$ cat src/rtl/execute.sv
// LC-3 pipeline execute stage: ALU, address adder, destination/branch-mask
// decode and store-data capture, with ALU-to-ALU forwarding from aluout.
module execute (
  input  logic        clk,
  input  logic        rst,
  input  logic        enable_execute,
  input  logic [5:0]  E_Control,
  input  logic [1:0]  W_Control_in,
  input  logic [15:0] IR,
  input  logic [15:0] npc_in,
  input  logic [15:0] VSR1,
  input  logic [15:0] VSR2,
  input  logic        bypass_alu_1,
  input  logic        bypass_alu_2,
  output logic [2:0]  sr1,
  output logic [2:0]  sr2,
  output logic [15:0] aluout,
  output logic [15:0] pcout,
  output logic [1:0]  W_Control_out,
  output logic [2:0]  dr,
  output logic [2:0]  NZP,
  output logic [15:0] IR_Exec,
  output logic [15:0] M_Data
);

  localparam logic [3:0] OP_BR  = 4'b0000;
  localparam logic [3:0] OP_ADD = 4'b0001;
  localparam logic [3:0] OP_LD  = 4'b0010;
  localparam logic [3:0] OP_ST  = 4'b0011;
  localparam logic [3:0] OP_AND = 4'b0101;
  localparam logic [3:0] OP_LDR = 4'b0110;
  localparam logic [3:0] OP_STR = 4'b0111;
  localparam logic [3:0] OP_NOT = 4'b1001;
  localparam logic [3:0] OP_LDI = 4'b1010;
  localparam logic [3:0] OP_STI = 4'b1011;
  localparam logic [3:0] OP_JMP = 4'b1100;
  localparam logic [3:0] OP_LEA = 4'b1110;

  logic [15:0] aluout_q, aluout_d;
  logic [15:0] pcout_q, pcout_d;
  logic [1:0]  wctl_q, wctl_d;
  logic [2:0]  dr_q, dr_d;
  logic [2:0]  nzp_q, nzp_d;
  logic [15:0] ir_q, ir_d;
  logic [15:0] mdata_q, mdata_d;

  logic [3:0]  opcode;
  logic [1:0]  alu_control;
  logic [1:0]  pcselect1;
  logic        pcselect2;
  logic        op2select;
  logic        is_store;
  logic [15:0] imm5, offset6, offset9, offset11;
  logic [15:0] op_a, op_b, op2, alu_res;
  logic [15:0] addend1, addend2;

  assign opcode      = IR[15:12];
  assign alu_control = E_Control[5:4];
  assign pcselect1   = E_Control[3:2];
  assign pcselect2   = E_Control[1];
  assign op2select   = E_Control[0];

  assign is_store = (opcode == OP_ST) || (opcode == OP_STR) || (opcode == OP_STI);

  // Register-file addresses go out combinationally so VSR1/VSR2 return this cycle.
  assign sr1 = IR[8:6];
  assign sr2 = is_store ? IR[11:9] : IR[2:0];

  assign imm5     = {{11{IR[4]}}, IR[4:0]};
  assign offset6  = {{10{IR[5]}}, IR[5:0]};
  assign offset9  = {{7{IR[8]}},  IR[8:0]};
  assign offset11 = {{5{IR[10]}}, IR[10:0]};

  assign op_a = bypass_alu_1 ? aluout_q : VSR1;
  assign op_b = bypass_alu_2 ? aluout_q : VSR2;
  assign op2  = op2select ? op_b : imm5;

  always_comb begin
    alu_res = 16'h0000;
    case (alu_control)
      2'b00:   alu_res = op_a + op2;
      2'b01:   alu_res = op_a & op2;
      2'b10:   alu_res = ~op_a;
      default: alu_res = 16'h0000;
    endcase
  end

  always_comb begin
    addend1 = 16'h0000;
    case (pcselect1)
      2'b00:   addend1 = offset11;
      2'b01:   addend1 = offset9;
      2'b10:   addend1 = offset6;
      default: addend1 = 16'h0000;
    endcase
  end

  assign addend2 = pcselect2 ? npc_in : op_a;

  always_comb begin
    aluout_d = aluout_q;
    pcout_d  = addend1 + addend2;
    wctl_d   = W_Control_in;
    ir_d     = IR;
    dr_d     = 3'b000;
    nzp_d    = 3'b000;
    mdata_d  = 16'h0000;

    // Non-ALU opcodes leave aluout alone so it remains a valid forwarding source.
    if (opcode == OP_ADD || opcode == OP_AND || opcode == OP_NOT)
      aluout_d = alu_res;

    case (opcode)
      OP_ADD, OP_AND, OP_NOT, OP_LEA, OP_LD, OP_LDR, OP_LDI: dr_d = IR[11:9];
      default: dr_d = 3'b000;
    endcase

    if (opcode == OP_BR)
      nzp_d = IR[11:9];
    else if (opcode == OP_JMP)
      nzp_d = 3'b111;

    if (is_store)
      mdata_d = op_b;
  end

  always_ff @(posedge clk) begin
    if (rst) begin
      aluout_q <= 16'h0000;
      pcout_q  <= 16'h0000;
      wctl_q   <= 2'b00;
      dr_q     <= 3'b000;
      nzp_q    <= 3'b000;
      ir_q     <= 16'h0000;
      mdata_q  <= 16'h0000;
    end else if (enable_execute) begin
      aluout_q <= aluout_d;
      pcout_q  <= pcout_d;
      wctl_q   <= wctl_d;
      dr_q     <= dr_d;
      nzp_q    <= nzp_d;
      ir_q     <= ir_d;
      mdata_q  <= mdata_d;
    end
  end

  assign aluout        = aluout_q;
  assign pcout         = pcout_q;
  assign W_Control_out = wctl_q;
  assign dr            = dr_q;
  assign NZP           = nzp_q;
  assign IR_Exec       = ir_q;
  assign M_Data        = mdata_q;

endmodule

$ cat config.mk
export PLATFORM = sky130hd
export DESIGN_NAME = execute
export DESIGN_NICKNAME = d
export VERILOG_FILES = /design/src/rtl/execute.sv
export SDC_FILE = /design/constraint.sdc
export NUM_CORES = 1
export LEC_CHECK = 0
export CORE_MARGIN = 4
export CORE_UTILIZATION = 50
export CTS_BUF_LIST = sky130_fd_sc_hd__clkbuf_4 sky130_fd_sc_hd__clkbuf_8
export DETAILED_ROUTE_END_ITERATION = 7
export PLACE_DENSITY = 0.92
export SLEW_MARGIN = 30
export SYNTH_ARGS = -nofsm -noshare
export SYNTH_HDL_FRONTEND = slang
export SYNTH_SLANG_ARGS = --single-unit
$ cat constraint.sdc
create_clock -name clk -period 5.7 [get_ports clk]
set_input_delay 0.57 -clock clk [delete_from_list [all_inputs] [get_ports clk]]
set_output_delay 0.57 -clock clk [all_outputs]
set_load 0.01 [all_outputs]
==> results of run 1 <==
-- worst paths after layout --
check	from	end	slack, ns	depth (start not counted)
setup reg to reg	aluout[1]	pcout[15]	2.47	11
setup / recovery	bypass_alu_1	pcout[15]	1.47	13
hold / removal	dr[0]	dr[0]	0.47	2
hold reg to reg	dr[0]	dr[0]	0.47	2
-- cell usage after synthesis (3+ instances only) --
| cell type | instances |
|---|---|
| buf_1 | 13 |
| buf_4 | 4 |
| nand2b_1 | 9 |
| dfxtp_1 | 72 |
| o221ai_1 | 8 |
| nor2_1 | 84 |
| or3_1 | 5 |
| a21oi_1 | 65 |
| nand3b_1 | 8 |
| a31oi_1 | 8 |
| a211o_1 | 3 |
| nor3_1 | 17 |
| a211oi_1 | 5 |
| ha_1 | 28 |
| nor3b_1 | 5 |
| o21ai_0 | 27 |
| and3_1 | 6 |
| nand3_1 | 15 |
| clkbuf_1 | 32 |
| nand2_1 | 61 |
| o21ai_1 | 6 |
| mux2_2 | 32 |
| xnor2_1 | 7 |
| a21o_1 | 11 |
| or2_2 | 3 |
| o211ai_1 | 12 |
| and2_1 | 10 |
| xor2_1 | 4 |
| nand4_1 | 3 |
| o21a_1 | 4 |
| inv_1 | 20 |
| o22ai_1 | 7 |
| nor4_1 | 3 |
| a311oi_1 | 5 |
| mux2i_1 | 53 |
| nor2b_1 | 7 |
-- layer usage --
| layer | vias up | routed length (µm) | track usage (%) | part of all wire, % |
|---|---|---|---|---|
| met5 | - | 0 | 0 | 0 |
| met4 | 0 | 668 | 11.4 | 3.7 |
| met3 | 56 | 1670 | 5.56 | 9.3 |
| met2 | 293 | 8430 | 46.3 | 47 |
| met1 | 2660 | 7270 | 34.4 | 40 |
| li1 | 2811 | - | - | - |
-- cell type report --
cell class                      count  area (µm²)
Multi-Input combinational cell    563        3810
Fill cell                         889        3540
Timing Repair Buffer              164        1610
Sequential cell                    72        1440
Tap cell                          140         175
Clock buffer                        9         124
Inverter                           20        75.1
Clock inverter                      7        61.3
-- sequential cells by signal, summed over array words and instances (netlist names) --
name	flops
IR_Exec	16
pcout	16
M_Data	16
NZP	3
aluout	16
dr	3
W_Control_out	2
-- kinds of logic (layout without fill, tap and decap cells) --
kind of cell               count (synthesis)  count (layout)  synth area share (%)
AOI/OAI and AO/OA                        190             190                  22.2
xor gates and xnor gates                  11              11                  1.74
adders and majority gates                 30              30                  6.89
buffers and inverters                     70             200                  5.15
DFF                                       72              72                  26.0
muxes                                     88              88                  17.1
and+or+nand+nor                          244             244                  20.9
-- per-stage QoR --
step	total power [µW]	instances	utilization (%)	hold WS, ns
final	1520	975	67.3	0.465
after global routing	1600	975	67.3	0.483
after CTS	1510	975	67.3	0.466
after detailed placement	1110	959	65.6	0.452
after global placement	1100	959	65.6	0.445
after floorplan	904	705	-	0.476
-- placed cells by master, fill, tap and decap left out, types with 12 or more instances in the layout --
master and count:
mux2i_1 53, dfxtp_1 72, inv_1 20, mux2_2 32
o211ai_1 12, nand2_1 61, nor3_1 17, clkdlybuf4s50_1 152
o21ai_0 27, a21oi_1 65, ha_1 28, nand3_1 15
nor2_1 84
-- power breakdown --
part	total, µW	leakage, µW	switching, µW	internal, µW
combinational	557	0.00223	292	265
clock	413	0.0000888	246	167
sequential	553	0.000589	20.3	533
-- critical path, cell delays in order --
cell and delay [ns]:
clkdlybuf4s50_1 0.95, buf_4 0.32, mux2_2 0.39, mux2_2 0.27, ha_1 0.23, a21o_1 0.21
nor3_1 0.12, o21ai_0 0.13, a31oi_1 0.29, o21ai_0 0.18, a2111oi_0 0.52, o21ai_0 0.16
o311ai_0 0.12
==> metrics.md, run 1 <==
| Metric | Value |
|---|---|
| Startpoint types | `primary input` |
| First-pass GRT wire length | `28800 µm` |
| CP endpoint kind | `flop` |
| Postcts setup bufs | `0` |
| Post-synth cell types | `68` |
| Share of synthesized registers carrying an async set or reset | `0%` |
| Slew headroom | `32.6%` |
| Share of Yosys cell area claimed by the top area cell type | `26.0%` |
| Layout cells sized above 1 | `9.10%` |
| Die W | `113 µm` |
| Die Span Y | `113 µm` |
| Yosys warns | `0` |
| Syn Std Cell Area | `5540 µm²` |
| Final setup viols | `0` |
| Fmax | `0.237 GHz` |
| Max Slew Vio Count | `0` |
| Ys flop type | `dfxtp_1` |
| Vias in the first global route | `5731` |
| Number of flops mapped to enable cells by yosys | `0` |
| Gpl congestion | `1.07` |
| I/O Buffers | `154` |
| Syn avg cell area | `7.86 µm²` |
| H-tree Lvls | `3` |
| Crit path kind | `in -> reg` |
| Post-Syn Instances | `705` |
| Cell area after layout | `7300 µm²` |
| Vias after detailed routing | `5820` |
| Initial antenna violation count | `0` |
| Crit path time final | `4.23 ns` |
| Pre-CTS setup slack | `1.24 ns` |
| GRT Overall Usage | `27.6%` |
| Sequential area share after synthesis | `26.0%` |
| CTS root buf | `clkbuf_8` |
| Clk slew on worst S/H paths | `0.09 ns` |
| HP Class | `reg -> reg` |
| Pwr Density | `209 nW/µm²` |
| Post-route ant nets | `0` |
| CP Max Fanout | `13` |
| Leakage | `0.00291 µW` |
| RSZ-0062 raised after global routing | `no` |
| Actual slew at the worst max-slew pin | `1.01 ns` |
| Initial Utilization | `51.1%` |
| Setup tns final | `0 ns` |
| Nets@finish | `936` |
| Syn Nets | `811` |
| DP HPWL | `13300 µm` |
| # IOs | `155` |
| Total Wirelength | `18000 µm` |
| Hold buffers post-CTS | `0` |
| DIE AREA | `12800 µm²` |
| TritonCTS Buffers | `9` |
| Total clock sinks | `72` |
| CTS resizes | `0` |
| Post-DP Area | `7110 µm²` |
| Maximum clock path buffer count | `2` |
| Diode count | `0` |
| Yosys reg bits | `72` |
| Final-report hold violation count | `0` |
| Area of the core | `10800 µm²` |
| Final setup skew | `0.0116 ns` |
| Fin crit share | `74.1%` |
| Cell taking the most area after synthesis | `dfxtp_1` |
| Status | `complete, no violations` |
| Congestion Overflow GR | `0` |
| CTS tree | `done` |
| DRT iter0 DRCs | `426` |
| DRC viols | `0` |
| Final worst setup slack | `1.47 ns` |
| First-pass DRT Iterations | `6` |
| Req. time, crit path | `5.95 ns` |
| # Max-Cap Violations | `0` |
| Wire length per cell | `18.5 µm` |
| Synth-to-Final Area Change | `31.7%` |
| Max VDD drop | `0.134 mV` |
| Largest net degree at the start of global routing | `55` |
| Via/cell ratio | `5.97` |
| Clk_lat worst skew | `0.37 ns` |
| Row cnt | `38` |
| CP Data Arrival Time | `4.48 ns` |
| Most area-consuming cells after synthesis | `dfxtp_1 (26%), mux2i_1 (9.6%), mux2_2 (6.5%)` |
Note: power is estimated with default switching activity, not from simulation.
==> run 2: changes to the inputs <==
clock period = 4.4 ns   (was 5.7 ns; I/O delays follow)
==> metrics.md, run 2 (synthesis results as in run 1) <==
| Metric | Value |
|---|---|
| Setup tns final | `0 ns` |
| GRT Overall Usage | `28.3%` |
| HP Class | `reg -> reg` |
| Number of fillers in the final layout | `893` |
| Post-route ant nets | `0` |
| Die W | `113 µm` |
| WL met3 | `1710 µm` |
| DRT iter0 DRCs | `367` |
| Maximum clock path buffer count | `2` |
| Max Used Layer | `met4` |
| Row cnt | `38` |
| Vias in the first global route | `5855` |
| Congestion Overflow GR | `0` |
| CP Max Fanout | `8` |
| Nets@finish | `944` |
| TritonCTS Buffers | `9` |
| RSZ-0062 raised after global routing | `no` |
| Diode count | `0` |
| Actual slew at the worst max-slew pin | `0.802 ns` |
| Layout cells sized above 1 | `9.96%` |
| Synth-to-Final Area Change | `33.4%` |
| Final Non-Filler Cells | `983` |
| Commonest non-fill, non-tap cell in the layout | `clkdlybuf4s50_1` |
| DP HPWL | `13700 µm` |
| Max VDD drop | `0.169 mV` |
| Clk_lat worst skew | `0.36 ns` |
| CTS root buf | `clkbuf_8` |
| Leakage | `0.00297 µW` |
| Total clock sinks | `72` |
| Max Slew Vio Count | `0` |
| Die Span Y | `113 µm` |
| Vias after detailed routing | `5919` |
| DIE AREA | `12800 µm²` |
| Crit path kind | `in -> reg` |
| I/O Buffers | `154` |
| First-pass GRT wire length | `29400 µm` |
| Slew headroom | `46.5%` |
| DRC viols | `0` |
| Final-report hold violation count | `0` |
| CP endpoint kind | `flop` |
| Largest net degree at the start of global routing | `75` |
| First-pass DRT Iterations | `5` |
| Req. time, crit path | `4.64 ns` |
| Initial Utilization | `51.1%` |
| CTS resizes | `0` |
| Wire length per cell | `18.9 µm` |
| Status | `complete, no violations` |
| Dpl cells | `966` |
| Final setup viols | `0` |
| CTS tree | `done` |
| Clk slew on worst S/H paths | `0.08 ns` |
| Fmax | `0.260 GHz` |
| Startpoint types | `primary input` |
| Total Wirelength | `18600 µm` |
| Fin crit share | `87.4%` |
| Crit path time final | `3.85 ns` |
| Metal2 WL | `8890 µm` |
| Most frequent cells in the layout | `clkdlybuf4s50_1 (152), nor2_1 (84), dfxtp_1 (72), a21oi_1 (65), nand2_1 (61)` |
| # Max-Cap Violations | `0` |
| Area of the core | `10800 µm²` |
| CP Data Arrival Time | `4.08 ns` |
| H-tree Lvls | `3` |
| Postcts setup bufs | `0` |
| # IOs | `155` |
| Via/cell ratio | `6.02` |
| Final setup skew | `0.0132 ns` |
| DRT met1 WL | `7400 µm` |
| Hold buffers post-CTS | `0` |
| Initial antenna violation count | `0` |
| Gpl congestion | `0.920` |
| Pwr Density | `276 nW/µm²` |
==> run 2: power by group <==
group / switching, µW / leakage [µW] / internal [µW]
clock: 311 / 0.000104 / 275
sequential: 27.6 / 0.000589 / 691
combinational: 384 / 0.00228 / 349
==> run 2: final cells by class <==
class | count | area [µm²] | share of cell area [%]
flip-flops and latches | 72 | 1440 | 19.5
well taps | 140 | 175 | 2.37
inverters | 20 | 75.1 | 1.02
clock inverters | 7 | 86.3 | 1.17
repair buffers | 172 | 1670 | 22.7
clock buffers | 9 | 124 | 1.68
multi-input cells | 563 | 3810 | 51.6
==> run 2: worst paths after layout <==
check	from	end	slack (ns)	cells after the start
hold / removal	pcout[8]	pcout[8]	0.47	2
setup reg to reg	aluout[1]	pcout[15]	1.09	11
setup / recovery	bypass_alu_1	pcout[15]	0.55	12
hold reg to reg	pcout[8]	pcout[8]	0.47	2
==> run 2: metrics by stage <==
step	util, %	power (µW)	instance area [µm²]	hold WS (ns)	worst slack [ns]
floorplan	-	1170	5540	0.476	0.923
global placement	66.1	1430	7170	0.443	0.363
detailed placement	66.1	1450	7170	0.455	0.265
CTS	68.0	2030	7380	0.467	0.608
global route	68.2	2140	7390	0.485	0.324
finish	68.2	2040	7390	0.466	0.553
==> run 2: metal layers <==
metal	GRT usage (%)	vias to the layer above
met5	0	-
met4	12.5	0
met3	5.94	44
met2	47.5	300
met1	35.1	2746
li1	-	2829
==> run 2: critical path, cell delays in order <==
cell	delay [ns]
clkdlybuf4s50_1	0.69
buf_4	0.25
mux2_2	0.38
mux2_2	0.27
ha_1	0.38
a21o_1	0.24
a21o_1	0.18
a21oi_1	0.28
o21ai_0	0.19
a2111oi_0	0.51
o21ai_0	0.16
o311ai_0	0.13
